`config.mk`:
```
export PLATFORM = sky130hd
export DESIGN_NAME = uart_tx_arbiter
export DESIGN_NICKNAME = d
export VERILOG_FILES = /design/src/rtl/uart_tx_pkg.sv /design/src/rtl/rr_arbiter.sv /design/src/rtl/uart_tx_arbiter.sv
export SDC_FILE = /design/constraint.sdc
export NUM_CORES = 1
export LEC_CHECK = 0
export BUFFER_PORTS_ARGS = -buffer_cell sky130_fd_sc_hd__buf_2
export CAP_MARGIN = 40
export CORE_MARGIN = 2
export CORE_UTILIZATION = 50
export DETAILED_ROUTE_END_ITERATION = 10
export GPL_TIMING_DRIVEN = 0
export HOLD_SLACK_MARGIN = 0.08
export PLACE_DENSITY = 0.81
export SLEW_MARGIN = 25
export SYNTH_ARGS = -nofsm -noshare
export SYNTH_HDL_FRONTEND = slang
export SYNTH_SLANG_ARGS = --single-unit
```
`constraint.sdc`:
```
create_clock -name clk -period 3.6 [get_ports clk]
set_clock_uncertainty 0.05 [all_clocks]
set_input_delay 0.72 -clock clk [delete_from_list [all_inputs] [get_ports clk]]
set_output_delay 0.72 -clock clk [all_outputs]
set_load 0.03 [all_outputs]
```
`src/rtl/uart_tx_pkg.sv`:
```
// rtl/uart_tx_pkg.sv - shared types and constants for the uart_tx requester arbiter
package uart_tx_pkg;

  typedef enum logic [1:0] {
    ST_IDLE    = 2'd0,
    ST_HEADER  = 2'd1,
    ST_PAYLOAD = 2'd2
  } state_e;

  localparam logic [3:0] HEADER_TAG = 4'hA;

  // Width of the FIFO push / can_push count fields for a FIFO that accepts n bytes.
  function automatic int push_width(input int n);
    return $clog2(n + 1);
  endfunction

endpackage

```
`src/rtl/rr_arbiter.sv`:
```
// rtl/rr_arbiter.sv - round-robin pick of one requester, searching upward from ptr_i with wrap
module rr_arbiter #(
  parameter int NREQ = 4
) (
  input  logic [NREQ-1:0] req_i,
  input  logic [3:0]      ptr_i,
  output logic [NREQ-1:0] gnt_o,
  output logic [3:0]      idx_o
);

  logic [15:0] req_pad;
  logic [4:0]  sum;
  logic [3:0]  j;
  logic        found;

  assign req_pad = 16'(req_i);

  always_comb begin
    idx_o = '0;
    found = 1'b0;
    sum   = '0;
    j     = '0;
    for (int i = 0; i < NREQ; i++) begin
      sum = {1'b0, ptr_i} + 5'(i);
      j   = (sum >= 5'(NREQ)) ? 4'(sum - 5'(NREQ)) : sum[3:0];
      if (!found && req_pad[j]) begin
        found = 1'b1;
        idx_o = j;
      end
    end
  end

  always_comb begin
    gnt_o = '0;
    for (int k = 0; k < NREQ; k++) begin
      gnt_o[k] = found && (idx_o == 4'(k));
    end
  end

endmodule

```
`src/rtl/uart_tx_arbiter.sv`:
```
// rtl/uart_tx_arbiter.sv - packetises bytes from NREQ requesters into a uart_tx FIFO,
// prefixing each packet with a header byte {HEADER_TAG, owner} and aborting stalled owners.
module uart_tx_arbiter
  import uart_tx_pkg::*;
#(
  parameter int NREQ    = 4,
  parameter int N       = 4,
  parameter int TIMEOUT = 1024
) (
  input  logic                      clk,
  input  logic                      rst,
  input  logic [NREQ-1:0]           req_valid,
  input  logic [NREQ*8-1:0]         req_data,
  input  logic [NREQ-1:0]           req_last,
  output logic [NREQ-1:0]           req_ready,
  output logic [push_width(N)-1:0]  push,
  input  logic [push_width(N)-1:0]  can_push,
  output logic [N*8-1:0]            data_o,
  output logic [3:0]                grant_id,
  output logic                      busy,
  output logic                      abort
);

  localparam int PW = push_width(N);
  localparam int DW = N * 8;
  localparam int CW = $clog2(TIMEOUT + 1);

  state_e          state_q;
  logic [3:0]      grant_q;
  logic [3:0]      rr_ptr_q;
  logic [CW-1:0]   tmo_q;
  logic            abort_q;

  logic [15:0]     valid_pad;
  logic [15:0]     last_pad;
  logic [127:0]    data_pad;
  logic [NREQ-1:0] arb_gnt;
  logic [3:0]      arb_idx;
  logic            can_ok;
  logic            g_valid;
  logic            g_last;
  logic [7:0]      g_byte;
  logic            accept;
  logic            idle_tick;
  logic            push_bit;
  logic [7:0]      lane0;
  logic [3:0]      next_ptr;

  rr_arbiter #(.NREQ(NREQ)) u_rr (
    .req_i (req_valid),
    .ptr_i (rr_ptr_q),
    .gnt_o (arb_gnt),
    .idx_o (arb_idx)
  );

  // Padding to 16 requesters lets the 4-bit owner index select without width juggling.
  assign valid_pad = 16'(req_valid);
  assign last_pad  = 16'(req_last);
  assign data_pad  = 128'(req_data);

  assign can_ok    = (can_push != '0);
  assign g_valid   = valid_pad[grant_q];
  assign g_last    = last_pad[grant_q];
  assign g_byte    = data_pad[{grant_q, 3'b000} +: 8];
  assign accept    = (state_q == ST_PAYLOAD) && g_valid && can_ok;
  assign idle_tick = (state_q == ST_PAYLOAD) && !g_valid && can_ok;
  assign next_ptr  = (grant_q == 4'(NREQ - 1)) ? 4'd0 : grant_q + 4'd1;

  always_comb begin
    push_bit  = 1'b0;
    lane0     = 8'h00;
    req_ready = '0;
    case (state_q)
      ST_HEADER: begin
        push_bit = can_ok;
        lane0    = {HEADER_TAG, grant_q};
      end
      ST_PAYLOAD: begin
        push_bit = g_valid && can_ok;
        lane0    = g_byte;
        for (int k = 0; k < NREQ; k++) begin
          req_ready[k] = can_ok && (grant_q == 4'(k));
        end
      end
      default: ;
    endcase
  end

  assign push     = PW'(push_bit);
  assign data_o   = DW'(lane0);
  assign grant_id = grant_q;
  assign busy     = (state_q != ST_IDLE);
  assign abort    = abort_q;

  always_ff @(posedge clk or posedge rst) begin
    if (rst) begin
      state_q  <= ST_IDLE;
      grant_q  <= '0;
      rr_ptr_q <= '0;
      tmo_q    <= '0;
      abort_q  <= 1'b0;
    end else begin
      abort_q <= 1'b0;
      case (state_q)
        ST_IDLE: begin
          if (|arb_gnt) begin
            grant_q <= arb_idx;
            state_q <= ST_HEADER;
          end
        end
        ST_HEADER: begin
          if (can_ok) begin
            state_q <= ST_PAYLOAD;
            tmo_q   <= '0;
          end
        end
        ST_PAYLOAD: begin
          if (accept) begin
            tmo_q <= '0;
            if (g_last) begin
              state_q  <= ST_IDLE;
              rr_ptr_q <= next_ptr;
              grant_q  <= '0;
            end
          end else if (idle_tick) begin
            // Only cycles where the FIFO could have taken a byte count toward the timeout.
            if (tmo_q == CW'(TIMEOUT - 1)) begin
              state_q  <= ST_IDLE;
              rr_ptr_q <= next_ptr;
              grant_q  <= '0;
              tmo_q    <= '0;
              abort_q  <= 1'b1;
            end else begin
              tmo_q <= tmo_q + CW'(1);
            end
          end
        end
        default: state_q <= ST_IDLE;
      endcase
    end
  end

endmodule

```
==> metrics.txt <==
# TYPE chip_impl_metric gauge
chip_impl_metric{name="design.final.nets",unit=""} 433
chip_impl_metric{name="port_buffers",unit=""} 63
chip_impl_metric{name="vias_per_cell",unit=""} 5.47
chip_impl_metric{name="numCtsBuffers",unit=""} 3
chip_impl_metric{name="reg2reg_depth",unit=""} 9
chip_impl_metric{name="placement_rows",unit=""} 25
chip_impl_metric{name="post_route_cells_drive_above_1_share",unit="%"} 33.1
chip_impl_info{name="critical_path.endpoint_type",value="output port"} 1
chip_impl_info{name="timing_worst_setup_path_type",value="reg2out"} 1
chip_impl_metric{name="worst-path-max-fanout",unit=""} 10
chip_impl_metric{name="async_reset_ff_share",unit="%"} 100
chip_impl_metric{name="number_of_enable_flip_flop_cells_after_synthesis",unit=""} 0
chip_impl_metric{name="yosys_register_bits",unit=""} 22
chip_impl_metric{name="insertedDiodeCount",unit=""} 0
chip_impl_metric{name="finalCritPeriodShare",unit="%"} 87.2
chip_impl_metric{name="synth_warnings",unit=""} 0
chip_impl_metric{name="syn-cell-area",unit="mm^2"} 0.00243
chip_impl_metric{name="vdd_drop_max",unit="uV"} 455
chip_impl_metric{name="report.final.setup_viol",unit=""} 0
chip_impl_metric{name="clock_sink_count",unit=""} 22
chip_impl_metric{name="critical_path_arrival",unit="ns"} 2.37
chip_impl_metric{name="worst_ep_required",unit="ns"} 2.83
chip_impl_info{name="synth_top_cell_by_area",value="sky130_fd_sc_hd__dfrtp_1"} 1
chip_impl_metric{name="synth-seq-area-share",unit="%"} 22.7
chip_impl_metric{name="global_route.usage.met3",unit="%"} 3.70
chip_impl_metric{name="clock_path_buffers",unit=""} 2
chip_impl_metric{name="grtUsageTotal",unit="%"} 23.1
chip_impl_metric{name="cts_htree_levels",unit=""} 1
chip_impl_info{name="worstReg2RegEnd",value="state_q[1]"} 1
chip_impl_info{name="cp-endpoint",value="data_o[0]"} 1
chip_impl_info{name="kind_of_launch_point_of_the_worst_setup_path",value="flop"} 1
chip_impl_metric{name="detail_routed_net_length_per_standard_cell",unit="um"} 13.8
chip_impl_metric{name="cts_setup_buffers",unit=""} 0
chip_impl_metric{name="fp.dieH",unit="um"} 73.7
chip_impl_metric{name="grt_pass1_wl",unit="mm"} 9.80
chip_impl_metric{name="clk_latency",unit="ns"} 0.27
chip_impl_metric{name="floorplan.die_area",unit="mm^2"} 0.00543
chip_impl_info{name="timing_startpoint_of_the_critical_path",value="grant_id[0]"} 1
chip_impl_metric{name="detailedRoute.firstIterationViolations",unit=""} 88
chip_impl_metric{name="yosysTopAreaCellShare",unit="%"} 22.7
chip_impl_metric{name="timing.fmax",unit="MHz"} 319
chip_impl_metric{name="p_leak",unit="uW"} 0.00156
chip_impl_metric{name="gp_routability_congestion",unit=""} 0.844
chip_impl_info{name="yosysMostFrequentCell",value="sky130_fd_sc_hd__nand2_1"} 1
chip_impl_metric{name="post_cts_resize_count",unit=""} 0
chip_impl_metric{name="syn-mean-instance-area",unit="um^2"} 8.89
chip_impl_metric{name="placed_area",unit="mm^2"} 0.00293
chip_impl_metric{name="antenna_violating_nets_post_route",unit=""} 0
chip_impl_metric{name="ys_types",unit=""} 55
chip_impl_metric{name="initial_utilization",unit="%"} 51.7
chip_impl_metric{name="slew_headroom",unit="%"} 53.3
chip_impl_metric{name="floorplan_core_area",unit="mm^2"} 0.00469
chip_impl_metric{name="layout-area-overhead-vs-synth",unit="%"} 23.7
chip_impl_metric{name="postLayoutCoreUtil",unit="%"} 64.0
chip_impl_metric{name="rrSetupSlack",unit="ns"} 0.59
chip_impl_metric{name="period_needed",unit="ns"} 3.14
chip_impl_metric{name="slew_viol_final",unit=""} 0
chip_impl_metric{name="drc_errors",unit=""} 0
chip_impl_metric{name="final_design_area_no_fill",unit="mm^2"} 0.00300
chip_impl_metric{name="max_cap_violation_count",unit=""} 0
chip_impl_metric{name="hold_viol_final",unit=""} 0
chip_impl_metric{name="grt_antenna_before_repair",unit=""} 0
chip_impl_info{name="post_synth_main_area_contributors",value="sky130_fd_sc_hd__dfrtp_1 23%, sky130_fd_sc_hd__ha_1 11%, sky130_fd_sc_hd__mux4_2 10%"} 1
chip_impl_metric{name="post_cts_hold_buffer_count",unit=""} 0
chip_impl_info{name="rsz0062_at_grt",value="false"} 1
chip_impl_info{name="synth.cells.most_frequent",value="31 x sky130_fd_sc_hd__nand2_1, 27 x sky130_fd_sc_hd__buf_4, 22 x sky130_fd_sc_hd__dfrtp_1"} 1
chip_impl_metric{name="number_of_standard_cells_after_synthesis",unit=""} 273
chip_impl_metric{name="grt_start_max_net_pins",unit=""} 18
chip_impl_metric{name="grt_remaining_overflow",unit=""} 0
chip_impl_metric{name="first_global_vias",unit=""} 2226
chip_impl_metric{name="setup_total_negative_slack",unit="ns"} 0
chip_impl_info{name="postSynth.topFlopCell",value="sky130_fd_sc_hd__dfrtp_1"} 1
chip_impl_metric{name="power.density",unit="mW/mm^2"} 792
chip_impl_metric{name="dr_total_vias",unit=""} 2298
chip_impl_info{name="worst_min_path_class",value="in2async"} 1
chip_impl_info{name="top_usage_layer",value="met2"} 1
chip_impl_metric{name="dp_hpwl",unit="mm"} 4.88
chip_impl_metric{name="dieWidth",unit="um"} 73.7
chip_impl_metric{name="groute.layer.met1.usage",unit="%"} 28.0
chip_impl_info{name="cts_root_buffer",value="sky130_fd_sc_hd__clkbuf_8"} 1
chip_impl_metric{name="met2_usage",unit="%"} 41.0
chip_impl_info{name="run_status",value="completed"} 1
chip_impl_info{name="worst_r2r_startpoint",value="rr_ptr_q[1]"} 1
chip_impl_metric{name="num_io_pins",unit=""} 90
chip_impl_metric{name="timing_worst_slew_pin_value",unit="ns"} 0.700
chip_impl_metric{name="worst_setup_hold_path_clk_slew",unit="ns"} 0.09
chip_impl_info{name="tritoncts",value="built"} 1
chip_impl_metric{name="first_pass_drt_iterations",unit=""} 4
chip_impl_metric{name="wirelength",unit="mm"} 5.80
==> worst min-delay path by stage <==
| stage | startpoint | end | slack, ns |
|---|---|---|---|
| after CTS | rst | abort | 0.35 |
| final | rst | tmo_q[6] | 0.34 |
| after floorplan | tmo_q[10] | tmo_q[10] | 0.40 |
| after global routing | rst | tmo_q[8] | 0.36 |
| after detailed placement | tmo_q[5] | tmo_q[5] | 0.43 |
| after global placement | tmo_q[10] | tmo_q[10] | 0.42 |
==> placed cells by master, fill, tap and decap left out, types with 4 or more instances in the layout <==
master,instances
sky130_fd_sc_hd__a21oi_1,9
sky130_fd_sc_hd__a31oi_1,7
sky130_fd_sc_hd__and2_1,8
sky130_fd_sc_hd__and3_1,5
sky130_fd_sc_hd__buf_2,64
sky130_fd_sc_hd__buf_4,27
sky130_fd_sc_hd__clkbuf_1,5
sky130_fd_sc_hd__conb_1,26
sky130_fd_sc_hd__dfrtp_1,22
sky130_fd_sc_hd__ha_1,21
sky130_fd_sc_hd__inv_1,13
sky130_fd_sc_hd__mux2i_1,7
sky130_fd_sc_hd__mux4_2,11
sky130_fd_sc_hd__nand2_1,31
sky130_fd_sc_hd__nand2b_1,4
sky130_fd_sc_hd__nand3_1,6
sky130_fd_sc_hd__nor2_1,14
sky130_fd_sc_hd__o21ai_0,17
sky130_fd_sc_hd__o31ai_1,4
sky130_fd_sc_hd__xnor2_1,4
==> worst max-delay path, cell delays in order, from the launching register on <==
cell and delay [ns]:
sky130_fd_sc_hd__dfrtp_1 0.45, sky130_fd_sc_hd__buf_6 0.17, sky130_fd_sc_hd__clkbuf_1 0.54, sky130_fd_sc_hd__mux4_2 0.60
sky130_fd_sc_hd__nand2_1 0.08, sky130_fd_sc_hd__o21ai_0 0.07, sky130_fd_sc_hd__buf_2 0.18
==> sequential cells by signal, indices dropped and copies added, names as in the netlist <==
name      count
abort         1
grant_id      4
rr_ptr_q      4
state_q       2
tmo_q        11
==> final cells by class <==
class	count	area (um^2)
Tap cell	54	67.6
Inverter	13	48.8
Clock inverter	1	30.0
Sequential cell	22	551
Buffer	36	253
Timing Repair Buffer	64	343
Clock buffer	3	41.3
Multi-Input combinational cell	227	1670
Fill cell	395	1690
==> metrics by stage <==
| step | worst slack, ns | instances | hold slack, ns | total power [uW] |
|---|---|---|---|---|
| after floorplan | 0.736 | 298 | 0.398 | 1730 |
| after global placement | 0.656 | 415 | 0.418 | 2060 |
| after detailed placement | 0.626 | 416 | 0.434 | 2130 |
| after CTS | 0.461 | 420 | 0.350 | 2370 |
| after global routing | 0.276 | 420 | 0.364 | 2600 |
| final | 0.460 | 420 | 0.344 | 2380 |
==> report_power, final <==
group	leakage, uW	total [uW]	switching [uW]	internal [uW]
logic	0.00123	1760	1040	726
registers	0.000295	378	80.0	298
clock network	0.0000357	237	88.1	149
==> cell families (layout without fill, tap and decap cells) <==
group                    Yosys count  in the layout  share of synthesized area (%)
other                              1             26                          0.155
adder cells (fa/ha/maj)           21             21                           10.8
multiplexers                      21             21                           14.5
flip-flops                        22             22                           22.7
XOR/XNOR                           5              5                           1.80
AO/OA/AOI/OAI                     64             64                           17.8
buffers and inverters             49            117                           12.4
AND/OR/NAND/NOR                   90             90                           19.8
==> metal layers <==
metal  routed length, um  part of all wire, %
met3                 362                  6.2
met2                2990                   52
met4                 138                  2.4
met5                   0                    0
met1                2310                   40
Power figures use the tool's default switching activity.
